File: src/rtl/decode_stage.sv
// RV32I decode stage: latches one instruction, decodes fields/immediate, reads the register file
// through a one-cycle registered port and issues the operand bundle to execute behind a busy scoreboard.
module decode_stage (
  input  logic        clk,
  input  logic        rst,
  input  logic        flush,
  input  logic        if_valid,
  output logic        if_ready,
  input  logic [31:0] if_instr,
  input  logic [31:0] if_pc,
  output logic [4:0]  rs1_add,
  output logic [4:0]  rs2_add,
  output logic        rd_en,
  input  logic [31:0] rs1,
  input  logic [31:0] rs2,
  input  logic        wb_en,
  input  logic [4:0]  wb_sel,
  output logic        ex_valid,
  input  logic        ex_ready,
  output logic [31:0] ex_pc,
  output logic [31:0] ex_rs1_val,
  output logic [31:0] ex_rs2_val,
  output logic [31:0] ex_imm,
  output logic [4:0]  ex_rd,
  output logic [6:0]  ex_opcode,
  output logic [2:0]  ex_funct3,
  output logic [6:0]  ex_funct7,
  output logic        ex_illegal
);

  typedef enum logic [1:0] {IDLE, DECODE, OPERAND, ISSUE} state_t;

  state_t      state;
  logic [31:0] instr;
  logic [31:0] pc;
  logic [31:0] busy;

  logic [6:0]  opcode;
  logic [4:0]  rs1_idx;
  logic [4:0]  rs2_idx;
  logic [4:0]  rd_idx;
  logic        use_rs1;
  logic        use_rs2;
  logic        use_rd;
  logic        illegal;
  logic [31:0] imm;
  logic        hazard;
  logic        accept;

  assign opcode  = instr[6:0];
  assign rd_idx  = instr[11:7];
  assign rs1_idx = instr[19:15];
  assign rs2_idx = instr[24:20];

  always_comb begin
    use_rs1 = 1'b0;
    use_rs2 = 1'b0;
    use_rd  = 1'b0;
    illegal = 1'b0;
    imm     = '0;
    case (opcode)
      7'b0110011: begin
        use_rs1 = 1'b1;
        use_rs2 = 1'b1;
        use_rd  = 1'b1;
      end
      7'b0010011, 7'b0000011, 7'b1100111: begin
        use_rs1 = 1'b1;
        use_rd  = 1'b1;
        imm     = {{20{instr[31]}}, instr[31:20]};
      end
      7'b0100011: begin
        use_rs1 = 1'b1;
        use_rs2 = 1'b1;
        imm     = {{20{instr[31]}}, instr[31:25], instr[11:7]};
      end
      7'b1100011: begin
        use_rs1 = 1'b1;
        use_rs2 = 1'b1;
        imm     = {{19{instr[31]}}, instr[31], instr[7], instr[30:25], instr[11:8], 1'b0};
      end
      7'b0110111, 7'b0010111: begin
        use_rd  = 1'b1;
        imm     = {instr[31:12], 12'h000};
      end
      7'b1101111: begin
        use_rd  = 1'b1;
        imm     = {{11{instr[31]}}, instr[31], instr[19:12], instr[20], instr[30:21], 1'b0};
      end
      7'b0001111, 7'b1110011: begin
      end
      default: illegal = 1'b1;
    endcase
  end

  // No bypass: a source whose writer is still in flight holds the instruction in DECODE.
  assign hazard = (use_rs1 && (rs1_idx != 5'd0) && busy[rs1_idx]) ||
                  (use_rs2 && (rs2_idx != 5'd0) && busy[rs2_idx]);

  assign if_ready = ((state == IDLE) || ((state == ISSUE) && ex_ready)) && !flush;
  assign accept   = if_valid && if_ready;
  assign rd_en    = (state == DECODE) && !hazard && !illegal && !flush && !rst;
  assign rs1_add  = rs1_idx;
  assign rs2_add  = rs2_idx;

  always_ff @(posedge clk) begin
    if (rst) begin
      state      <= IDLE;
      instr      <= '0;
      pc         <= '0;
      busy       <= '0;
      ex_valid   <= 1'b0;
      ex_pc      <= '0;
      ex_rs1_val <= '0;
      ex_rs2_val <= '0;
      ex_imm     <= '0;
      ex_rd      <= '0;
      ex_opcode  <= '0;
      ex_funct3  <= '0;
      ex_funct7  <= '0;
      ex_illegal <= 1'b0;
    end else begin
      if (wb_en && (wb_sel != 5'd0))
        busy[wb_sel] <= 1'b0;
      if (flush) begin
        state    <= IDLE;
        ex_valid <= 1'b0;
        // The issued writer is squashed, so nothing will ever write its destination back.
        if ((state == ISSUE) && (ex_rd != 5'd0))
          busy[ex_rd] <= 1'b0;
      end else begin
        case (state)
          IDLE: begin
            if (accept) begin
              instr <= if_instr;
              pc    <= if_pc;
              state <= DECODE;
            end
          end
          DECODE: begin
            if (!hazard)
              state <= OPERAND;
          end
          OPERAND: begin
            ex_pc      <= pc;
            ex_rs1_val <= (use_rs1 && (rs1_idx != 5'd0)) ? rs1 : 32'd0;
            ex_rs2_val <= (use_rs2 && (rs2_idx != 5'd0)) ? rs2 : 32'd0;
            ex_imm     <= imm;
            ex_rd      <= use_rd ? rd_idx : 5'd0;
            ex_opcode  <= opcode;
            ex_funct3  <= instr[14:12];
            ex_funct7  <= instr[31:25];
            ex_illegal <= illegal;
            ex_valid   <= 1'b1;
            // Placed after the writeback clear so a same-edge set on this index wins.
            if (use_rd && (rd_idx != 5'd0))
              busy[rd_idx] <= 1'b1;
            state <= ISSUE;
          end
          ISSUE: begin
            if (ex_ready) begin
              ex_valid <= 1'b0;
              if (if_valid) begin
                instr <= if_instr;
                pc    <= if_pc;
                state <= DECODE;
              end else begin
                state <= IDLE;
              end
            end
          end
          default: state <= IDLE;
        endcase
      end
    end
  end

endmodule

File: config.mk
export PLATFORM = sky130hd
export DESIGN_NAME = decode_stage
export DESIGN_NICKNAME = d
export VERILOG_FILES = /design/src/rtl/decode_stage.sv
export SDC_FILE = /design/constraint.sdc
export NUM_CORES = 1
export LEC_CHECK = 0
export ABC_AREA = 1
export BUFFER_PORTS_ARGS = -buffer_cell sky130_fd_sc_hd__buf_4
export CAP_MARGIN = 20
export CORE_AREA = 10 10 127 187
export CTS_CLUSTER_SIZE = 30
export DETAILED_ROUTE_END_ITERATION = 10
export DIE_AREA = 0 0 137 197
export PLACE_DENSITY = 0.78
export SETUP_SLACK_MARGIN = 0.4
export SYNTH_ARGS = -nofsm -noshare
export SYNTH_HDL_FRONTEND = slang
export SYNTH_SLANG_ARGS = --single-unit
File: constraint.sdc
create_clock -name clk -period 2.3 [get_ports clk]
set_input_delay 0.115 -clock clk [delete_from_list [all_inputs] [get_ports clk]]
set_output_delay 0.115 -clock clk [all_outputs]
set_load 0.01 [all_outputs]
==> summary.txt, run 1 <==
synthesized flop and latch total: 250
DRC: 0
Post-synth EDFFs: 0
Clock Tree Buf Depth: 3
VDD IR-drop max: 590 uV
vias in the first global route: 12,070
HPWL after detailed placement: 27,100 um
Distinct cells, synth: 42
CTS sink cnt: 250
Layout Nets: 1,942
Fin. Hold Viols: 0
clk_skew: 0.0126 ns
Core Box Area: 20,300 um2
largest cells by area after synthesis: dfxtp_1, a21oi_1, nand2_1, o21ai_0, inv_1
Clock transition at path regs: 0.07 ns
Overall Global Routing Usage: 30.3%
num rows: 64
Syn Area/Cell: 7.47 um2
synthesized net count: 1,538
Slowest cell on crit path: dfxtp_2
setup ws final: 0.0822 ns
CTS root buffer: clkbuf_16
antenna violations before repair: 2
Final Setup Violations: 0
slew at the pin closest to its max-slew limit: 0.655 ns
WHS: 0.0226 ns
clk_lat worst skew: 0.53 ns
asr flop ratio synth: 0%
Top FF cell, synth: dfxtp_1
total grt overflow: 0
area grow syn2layout: 49.0%
Setup Slack @ Placement: 0.179 ns
CP arrival: 2.10 ns
CP Capture Type: primary output
wirelength, routed: 44,300 um
CP cell instances: nand2_4 -> nor3_4 -> buf_4 -> buf_4 -> nand4_1 -> nand4_1 -> nand3_1 -> nor2_2 -> buf_6
Rel. slew slack: 56.0%
Ports: 303
final period utilization: 96.4%
total power draw: 10.4 mW
via count: 12,054
DR pass1 iterations: 5
Power per Cell Area: 670 nW/um2
outcome: complete, no violations
DIE HEIGHT: 197 um
post-DR wirelength/cell: 21.3 um
port bufs: 302
Required @ worst endpoint: 2.18 ns
Fillers: 1,399
Hold WC Path Type: in -> reg
number of clock buffers inserted by TritonCTS: 24
1st-iter DRT viols: 1,138
Max-cap violations: 0
CTS tree: yes
Crit Path Max Fanout: 5
Util after Layout: 76.3%
Max Freq: 451 MHz
DIE WIDTH: 137 um
CP max stage delay: 0.35 ns
Worst Setup Start Kind: flop
cell family with most CP delay: simple AND/OR/NAND/NOR gates
Routability Congestion: 0.934
Die ar.: 27,000 um2
initial core utilization: 51.2%
Max Slew Vio Count: 0
Syn Std Cell Area: 10,400 um2
Yosys top cell by area: dfxtp_1
worst path bufs/invs: 3
Gate Count Post-Synth: 1,394
post-synth top area share: 48.1%
min cycle time layout: 2.22 ns
share of cells above drive strength 1: 24.8%
unrepaired setup endpoints after global routing: true
Yosys warning count: 0
first-pass GRT wire length: 65,800 um
ANT nets after route: 0
sequential area share after synthesis: 48.1%
largest net degree at the start of global routing: 116
Worst Setup Path Type: reg -> out
Avg Vias per Cell: 5.79
P_leak: 6.41 nW
# H-tree levels: 1
[report_power, final]
group          leakage, nW  total (mW)  switching (mW)  internal, mW
clock network        0.432        4.43            1.73          2.71
logic                 3.94        1.36           0.739         0.620
registers             2.03        4.61           0.113          4.49
[cell usage after synthesis (2+ instances only)]
master / instances
nor2_1: 31
nor3_1: 23
clkbuf_1: 73
a211oi_1: 3
buf_2: 19
o22ai_1: 6
nand4_1: 8
a31oi_1: 3
o21ai_1: 16
nand2_1: 276
buf_4: 10
o2111ai_1: 19
o21ai_0: 199
dfxtp_1: 250
nand3_2: 4
o221ai_1: 3
inv_2: 6
nand2_2: 3
nand3_1: 80
a21oi_1: 222
ha_1: 5
inv_1: 107
buf_1: 4
o31ai_1: 2
o41ai_1: 5
[logic make-up (layout without fill, tap and decap cells)]
group	after synthesis	after routing	synth area share (%)
AO/OA/AOI/OAI	485	485	24.8
adder cells (fa/ha/maj)	5	5	0.601
buffers and inverters	221	642	8.57
flip-flops	250	250	48.1
other	0	2	0
AND/OR/NAND/NOR	433	433	18.0
[layout make-up]
cell class / instances / area [um2] / area share (%)
multi-input combinational: 923 / 4680 / 30.2
antenna: 2 / 5.00 / 0.0323
timing repair buffer: 484 / 4150 / 26.7
sequential: 250 / 5010 / 32.3
clock inverter: 8 / 165 / 1.06
tap: 264 / 330 / 2.13
inverter: 115 / 450 / 2.90
clock buffer: 35 / 713 / 4.60
[worst paths after layout]
kind	slack [ns]	start	end	cells past startpoint
hold reg to reg	0.45	pc[23]	ex_pc[23]	2
setup / recovery	0.08	instr[1]	rd_en	9
setup reg to reg	0.16	instr[2]	ex_imm[11]	13
hold / removal	0.02	wb_sel[3]	busy[16]	5
[per-layer routing]
| layer | track usage, % | routed length (um) | up-vias |
|---|---|---|---|
| li1 | - | - | 5522 |
| met1 | 32.3 | 15200 | 5684 |
| met2 | 53.1 | 22800 | 686 |
| met3 | 7.23 | 3730 | 162 |
| met4 | 17.1 | 2530 | 0 |
| met5 | 0 | 0 | - |
[cell usage in the layout (no fill, tap or decap), drive strengths merged]
cell type	Yosys	routed
a211oi	3	3
a21oi	222	222
a22oi	2	2
a311oi	1	1
a31oi	3	3
buf	33	350
bufinv	0	5
clkbuf	73	38
clkinv	2	5
clkinvlp	0	2
dfxtp	250	250
diode	0	2
dlygate4sd3	0	131
ha	5	5
inv	113	111
nand2	279	279
nand3	85	85
nand4	9	9
nor2	33	33
nor3	25	25
nor4	2	2
o2111ai	19	19
o211ai	1	1
o21a	1	1
o21ai	216	216
o221ai	3	3
o22ai	6	6
o31ai	2	2
o32ai	1	1
o41ai	5	5
[registers in the layout, summed over array words and instances (netlist names)]
name / flops
busy: 32
ex_imm: 32
ex_pc: 32
ex_rs1_val: 32
ex_rs2_val: 32
instr: 32
pc: 32
ex_funct7: 7
ex_opcode: 7
ex_rd: 5
ex_funct3: 3
state: 2
ex_illegal: 1
ex_valid: 1
[worst reg2reg max path, delay by kind of cell (launching register included)]
| kind | cells | cell delay [ns] |
|---|---|---|
| AO/OA/AOI/OAI | 2 | 0.29 |
| buffers and inverters | 8 | 0.97 |
| flip-flops | 1 | 0.39 |
| AND/OR/NAND/NOR | 3 | 0.42 |
[per-stage QoR]
stage / cells / setup TNS (ns) / instance area, um2
final: 2081 / 0 / 15500
after global routing: 2081 / -0.0382 / 15500
after CTS: 2067 / 0 / 15200
after detailed placement: 1877 / 0 / 12800
after global placement: 1877 / 0 / 12800
after floorplan: 1394 / 0 / 10400
[repair_timing]
item / CTS / global route
hold buffers: 131 / 0
pin swaps: 10 / 12
setup endpoints to repair: 23 / 227
buffers inserted: 15 / 9
endpoints found under the hold margin: 134 / 0
resized for setup: 18 / 60
cloned: 1 / 3
No activity file was read; power rests on OpenSTA's default activity.
==> run 2, diff against run 1 <==
Settings changed: ABC_AREA 1 to unset.
==> summary.txt, run 2 <==
outcome: finished, violations left
violated checks: negative setup slack
Ports: 303
CTS sink cnt: 250
WHS: 0.0213 ns
DR pass1 iterations: 5
Clock transition at path regs: 0.06 ns
post-DR wirelength/cell: 22.0 um
CP arrival: 2.39 ns
largest cells by area after synthesis: dfxtp_1, nand2_1, a21oi_1, nand3_1, clkbuf_1
Rel. slew slack: 44.5%
total grt overflow: 0
Max Slew Vio Count: 0
port bufs: 302
Layout Nets: 1,840
Final Setup Violations: 1
switching share of power: 23.8%
Worst Setup SP: instr[20]
Max-cap violations: 0
list of most frequent post-synthesis cells: nand2_1, dfxtp_1, a21oi_1
sequential area share after synthesis: 48.0%
initial core utilization: 51.2%
vias in the first global route: 11,500
reg2reg start: instr[20]
count leader, synth: nand2_1
Fin. Hold Viols: 0
num rows: 64
min cycle time layout: 2.51 ns
first-pass GRT wire length: 63,700 um
area grow syn2layout: 49.9%
Setup Slack @ Placement: 0.0787 ns
switching power: 2.20 mW
HPWL after detailed placement: 26,700 um
Slowest cell on crit path: mux4_2
Crit Path Max Fanout: 6
Syn Area/Cell: 8.06 um2
synthesized net count: 1,438
Post-Layout Cell Count: 1,977
cell area after layout: 15,600 um2
CP max stage delay: 0.50 ns
Worst Setup Start Kind: flop
Clk pwr share: 41.7%
Overall Global Routing Usage: 29.5%
Top FF cell, synth: dfxtp_1
share of cells above drive strength 1: 28.5%
Util after Layout: 76.8%
post-synth top area share: 48.0%
Distinct cells, synth: 53
clk_lat worst skew: 0.52 ns
Yosys warning count: 0
Sequential Power Share: 48.4%
Reg2Reg Setup Slack: 0.25 ns
CTS tree: yes
Fin Setup TNS: -0.205 ns
Post-synth EDFFs: 0
wirelength, routed: 43,500 um
Die ar.: 27,000 um2
ANT nets after route: 0
setup ws final: -0.205 ns
Max Freq: 399 MHz
number of clock buffers inserted by TritonCTS: 24
Clock Tree Buf Depth: 3
CP cell instances: buf_6 -> mux4_2 -> o211ai_1 -> nand2_1 -> a221oi_4 -> buf_6
internal power: 7.03 mW
via count: 11,617
FF/Latch Area: 5030 um2
P_leak: 5.91 nW
Worst Hold Depth: 4
commonest non-fill, non-tap cell in the layout: buf_4
worst hold endpoint: ex_valid
# H-tree levels: 1
cell family with most CP delay: compound AO/OA/AOI/OAI gates
DRC: 0
multi-input logic area: 5160 um2
Gate Count Post-Synth: 1,294
Avg Vias per Cell: 5.88
CP Capture Type: primary output
R2R Path End: state[0]
VDD IR-drop max: 673 uV
worst path bufs/invs: 2
Yosys top cell by area: dfxtp_1
Syn Std Cell Area: 10,400 um2
Required @ worst endpoint: 2.18 ns
clk_skew: 0.00862 ns
slew at the pin closest to its max-slew limit: 0.832 ns
reg2reg path depth: 10
unrepaired setup endpoints after global routing: true
Power per Cell Area: 591 nW/um2
asr flop ratio synth: 0%
synthesized flop and latch total: 250
largest net degree at the start of global routing: 172
antenna violations before repair: 3
DIE HEIGHT: 197 um
Core Box Area: 20,300 um2
Hold WC Path Type: in -> reg
Post-Place Cells: 1,783
Routability Congestion: 0.955
Crit path top cell by count: buf_6
Worst Setup Path Type: reg -> out
DIE WIDTH: 137 um
most frequent cells in the layout: buf_4, nand2_1, dfxtp_1
1st-iter DRT viols: 997
Worst Hold Launch: ex_ready
total power draw: 9.23 mW
Fillers: 1,378
Gate power share: 9.9%
final period utilization: 109%
Post-DP Area: 12,900 um2
CTS root buffer: clkbuf_16
-- run 2: worst reg2reg max path, delay by kind of cell (launching register included) --
family          cells  cell delay (ns)
flops               1             0.41
simple gates        2             0.10
compound gates      4             0.88
buf+inv             4             0.54
-- run 2: power groups by stage --
stage | clock network, mW | logic [mW] | registers (mW)
global placement | 0 | 0.630 | 4.56
detailed placement | 0 | 0.637 | 4.57
floorplan | 0 | 0.345 | 4.53
CTS | 3.89 | 0.860 | 4.47
global route | 4.03 | 0.969 | 4.48
finish | 3.85 | 0.914 | 4.47
-- run 2: worst max path at each step --
stage | endpoint | slack, ns | depth (start not counted)
global route | rd_en | -0.26 | 6
floorplan | state[0] | 0.39 | 7
finish | rd_en | -0.21 | 6
global placement | rd_en | 0.17 | 6
detailed placement | rd_en | 0.08 | 6
CTS | rd_en | -0.20 | 6
-- run 2: repair_timing --
item / 4_1_cts / 5_1_grt
hold buffers: 130 / 0
setup buffers: 4 / 11
hold endpoints to repair: 137 / 0
pin swaps: 7 / 25
gates cloned: 1 / 5
endpoints found under the setup margin: 107 / 109
gates resized for setup: 30 / 67
-- run 2: logic make-up (layout without fill, tap and decap cells) --
kind of cell               after synthesis  in the layout  share of synthesized area, %
DFF                                    250            250                          48.0
muxes                                   23             23                          3.64
adders and majority gates                5              5                         0.600
buffers and inverters                  135            551                          5.56
other                                    0              3                             0
AOI/OAI and AO/OA                      315            315                          18.1
and+or+nand+nor                        566            566                          24.1
-- run 2: layout make-up --
cell class,instances,share of cell area (%)
inverter,18,0.432
antenna,3,0.0480
clock buffer,35,4.63
multi-input combinational,909,33.0
timing repair buffer,493,27.4
clock inverter,5,0.176
sequential,250,32.2
tap,264,2.11
-- run 2: layer usage --
metal | global-route usage [%] | wire [um]
met1 | 31.4 | 14800
met4 | 19.6 | 3350
met5 | 0 | 0
met2 | 51.4 | 22300
met3 | 5.55 | 3110
==> run 3, diff against run 2 <==
--- a/config.mk
+++ b/config.mk
@@ -13,4 +13,5 @@
 export DIE_AREA = 0 0 137 197
 export PLACE_DENSITY = 0.78
+export REMOVE_ABC_BUFFERS = 1
 export SETUP_SLACK_MARGIN = 0.4
 export SYNTH_ARGS = -nofsm -noshare
==> constraint.sdc (replaced) <==
create_clock -name clk -period 2.3 [get_ports clk]
set_input_delay 0.69 -clock clk [delete_from_list [all_inputs] [get_ports clk]]
set_output_delay 0.69 -clock clk [all_outputs]
set_load 0.01 [all_outputs]
==> summary.txt, run 3 (synthesized netlist as in run 2, its figures left out) <==
share of cells above drive strength 1: 37.7%
commonest non-fill, non-tap cell in the layout: buf_4
Worst Setup Start Kind: flop
worst path bufs/invs: 3
multi-input logic area: 5410 um2
CP cell instances: buf_12 -> mux4_2 -> o22a_1 -> o211ai_1 -> nand2_1 -> a221oi_2 -> buf_4 -> buf_6
Routability Congestion: 0.963
DR pass1 iterations: 6
Post-DP Area: 13,400 um2
CP max stage delay: 0.51 ns
CP arrival: 2.43 ns
ANT nets after route: 0
CTS tree: yes
port bufs: 302
outcome: finished, violations left
largest net degree at the start of global routing: 111
post-DR wirelength/cell: 21.2 um
Crit Path Max Fanout: 8
Setup Slack @ Placement: -0.485 ns
Worst Setup Path Type: reg -> out
Rel. slew slack: 43.0%
DIE HEIGHT: 197 um
Fillers: 1,455
Core Box Area: 20,300 um2
clk_lat worst skew: 0.52 ns
Fin. Hold Viols: 0
Layout Nets: 1,784
most frequent cells in the layout: buf_4, nand2_1, dfxtp_1
DRC: 0
Slowest cell on crit path: mux4_2
final period utilization: 136%
first-pass GRT wire length: 57,800 um
num rows: 64
DIE WIDTH: 137 um
Max-cap violations: 0
min cycle time layout: 3.12 ns
Die ar.: 27,000 um2
initial core utilization: 51.2%
cell area after layout: 15,400 um2
vias in the first global route: 10,390
setup ws final: -0.822 ns
Clock Tree Buf Depth: 3
Max Freq: 320 MHz
wirelength, routed: 40,800 um
FF/Latch Area: 5050 um2
Required @ worst endpoint: 1.61 ns
Ports: 303
VDD IR-drop max: 758 uV
unrepaired setup endpoints after global routing: true
via count: 11,007
clk_skew: 0.0141 ns
Max Slew Vio Count: 0
Final Setup Violations: 1
Power per Cell Area: 621 nW/um2
cell family with most CP delay: compound AO/OA/AOI/OAI gates
slew at the pin closest to its max-slew limit: 0.855 ns
total grt overflow: 0
1st-iter DRT viols: 845
antenna violations before repair: 1
CP Capture Type: primary output
Avg Vias per Cell: 5.72
P_leak: 5.91 nW
Hold WC Path Type: in -> reg
Hold-fix buffers, CTS: 0
number of clock buffers inserted by TritonCTS: 25
Clock transition at path regs: 0.06 ns
Overall Global Routing Usage: 26.7%
violated checks: negative setup slack
area grow syn2layout: 48.1%
# H-tree levels: 1
HPWL after detailed placement: 27,800 um
CTS sink cnt: 250
CTS root buffer: clkbuf_16
## run 3: cell types whose count changed in the layout (fill, tap and decap cells not counted), moves of 7 or more
cell           delta
a211oi_2         +12
o21ai_1           +7
a211oi_1         -12
nand2_1          -13
dlygate4sd3_1   -130
buf_4            +45
o21ai_0           -9
buf_6            +23
nand2_2          +12
dfxtp_1          -10
## run 3: per-stage QoR
step / util, % / hold slack (ns) / power (mW) / std cells / setup TNS, ns
6_report: 75.9 / 0.413 / 9.58 / 1923 / -0.822
3_5_place_dp: 65.8 / 0.442 / 5.26 / 1841 / -0.602
4_1_cts: 71.5 / 0.409 / 9.53 / 1896 / -0.810
2_1_floorplan: - / 0.426 / 4.78 / 1177 / -547.57
5_1_grt: 75.9 / 0.401 / 9.86 / 1923 / -1.01
3_3_place_gp: 65.8 / 0.436 / 5.25 / 1841 / -0.471
## run 3: final timing paths
| check | start | depth (start not counted) | slack [ns] | endpoint |
|---|---|---|---|---|
| max reg2reg | instr[20] | 12 | 0.05 | state[0] |
| min reg2reg | pc[24] | 2 | 0.45 | ex_pc[24] |
| max | instr[20] | 8 | -0.82 | rd_en |
| min | if_pc[15] | 3 | 0.41 | pc[15] |
## run 3: repair_timing
item,4_1_cts,5_1_grt
endpoints found under the setup margin,114,120
cloned,2,5
pin swaps,10,62
gates resized for setup,64,147
setup buffers,8,21
## run 3: layout make-up
type,count,area share [%]
clock inverters,12,1.15
multi-input cells,909,35.0
flip-flops and latches,250,32.7
diodes,1,0.0162
well taps,264,2.14
clock buffers,33,4.51
repair buffers,436,24.0
inverters,18,0.486
## run 3: metal layers
layer / GRT usage [%] / wire [um] / part of all wire, % / up-vias
met4: 14.0 / 2090 / 5.1 / 0
met1: 29.0 / 14100 / 34 / 5185
met2: 47.3 / 21300 / 52 / 525
met5: 0 / 0 / 0 / -
met3: 5.45 / 3300 / 8.1 / 135
li1: - / - / - / 5162
## run 3: where the power goes
group          internal (mW)  leakage, nW  total (mW)  switching [mW]
logic                  0.390         3.46       0.811           0.421
registers               4.39         2.03        4.46          0.0675
clock network           2.58        0.415        4.31            1.73
total                   7.36         5.91        9.58            2.22
## run 3: worst register-to-register path, delay by kind of cell, from the launching register on
kind | cells | cell delay, ns
flops | 1 | 0.34
simple gates | 2 | 0.14
compound gates | 4 | 0.76
buf+inv | 6 | 0.89
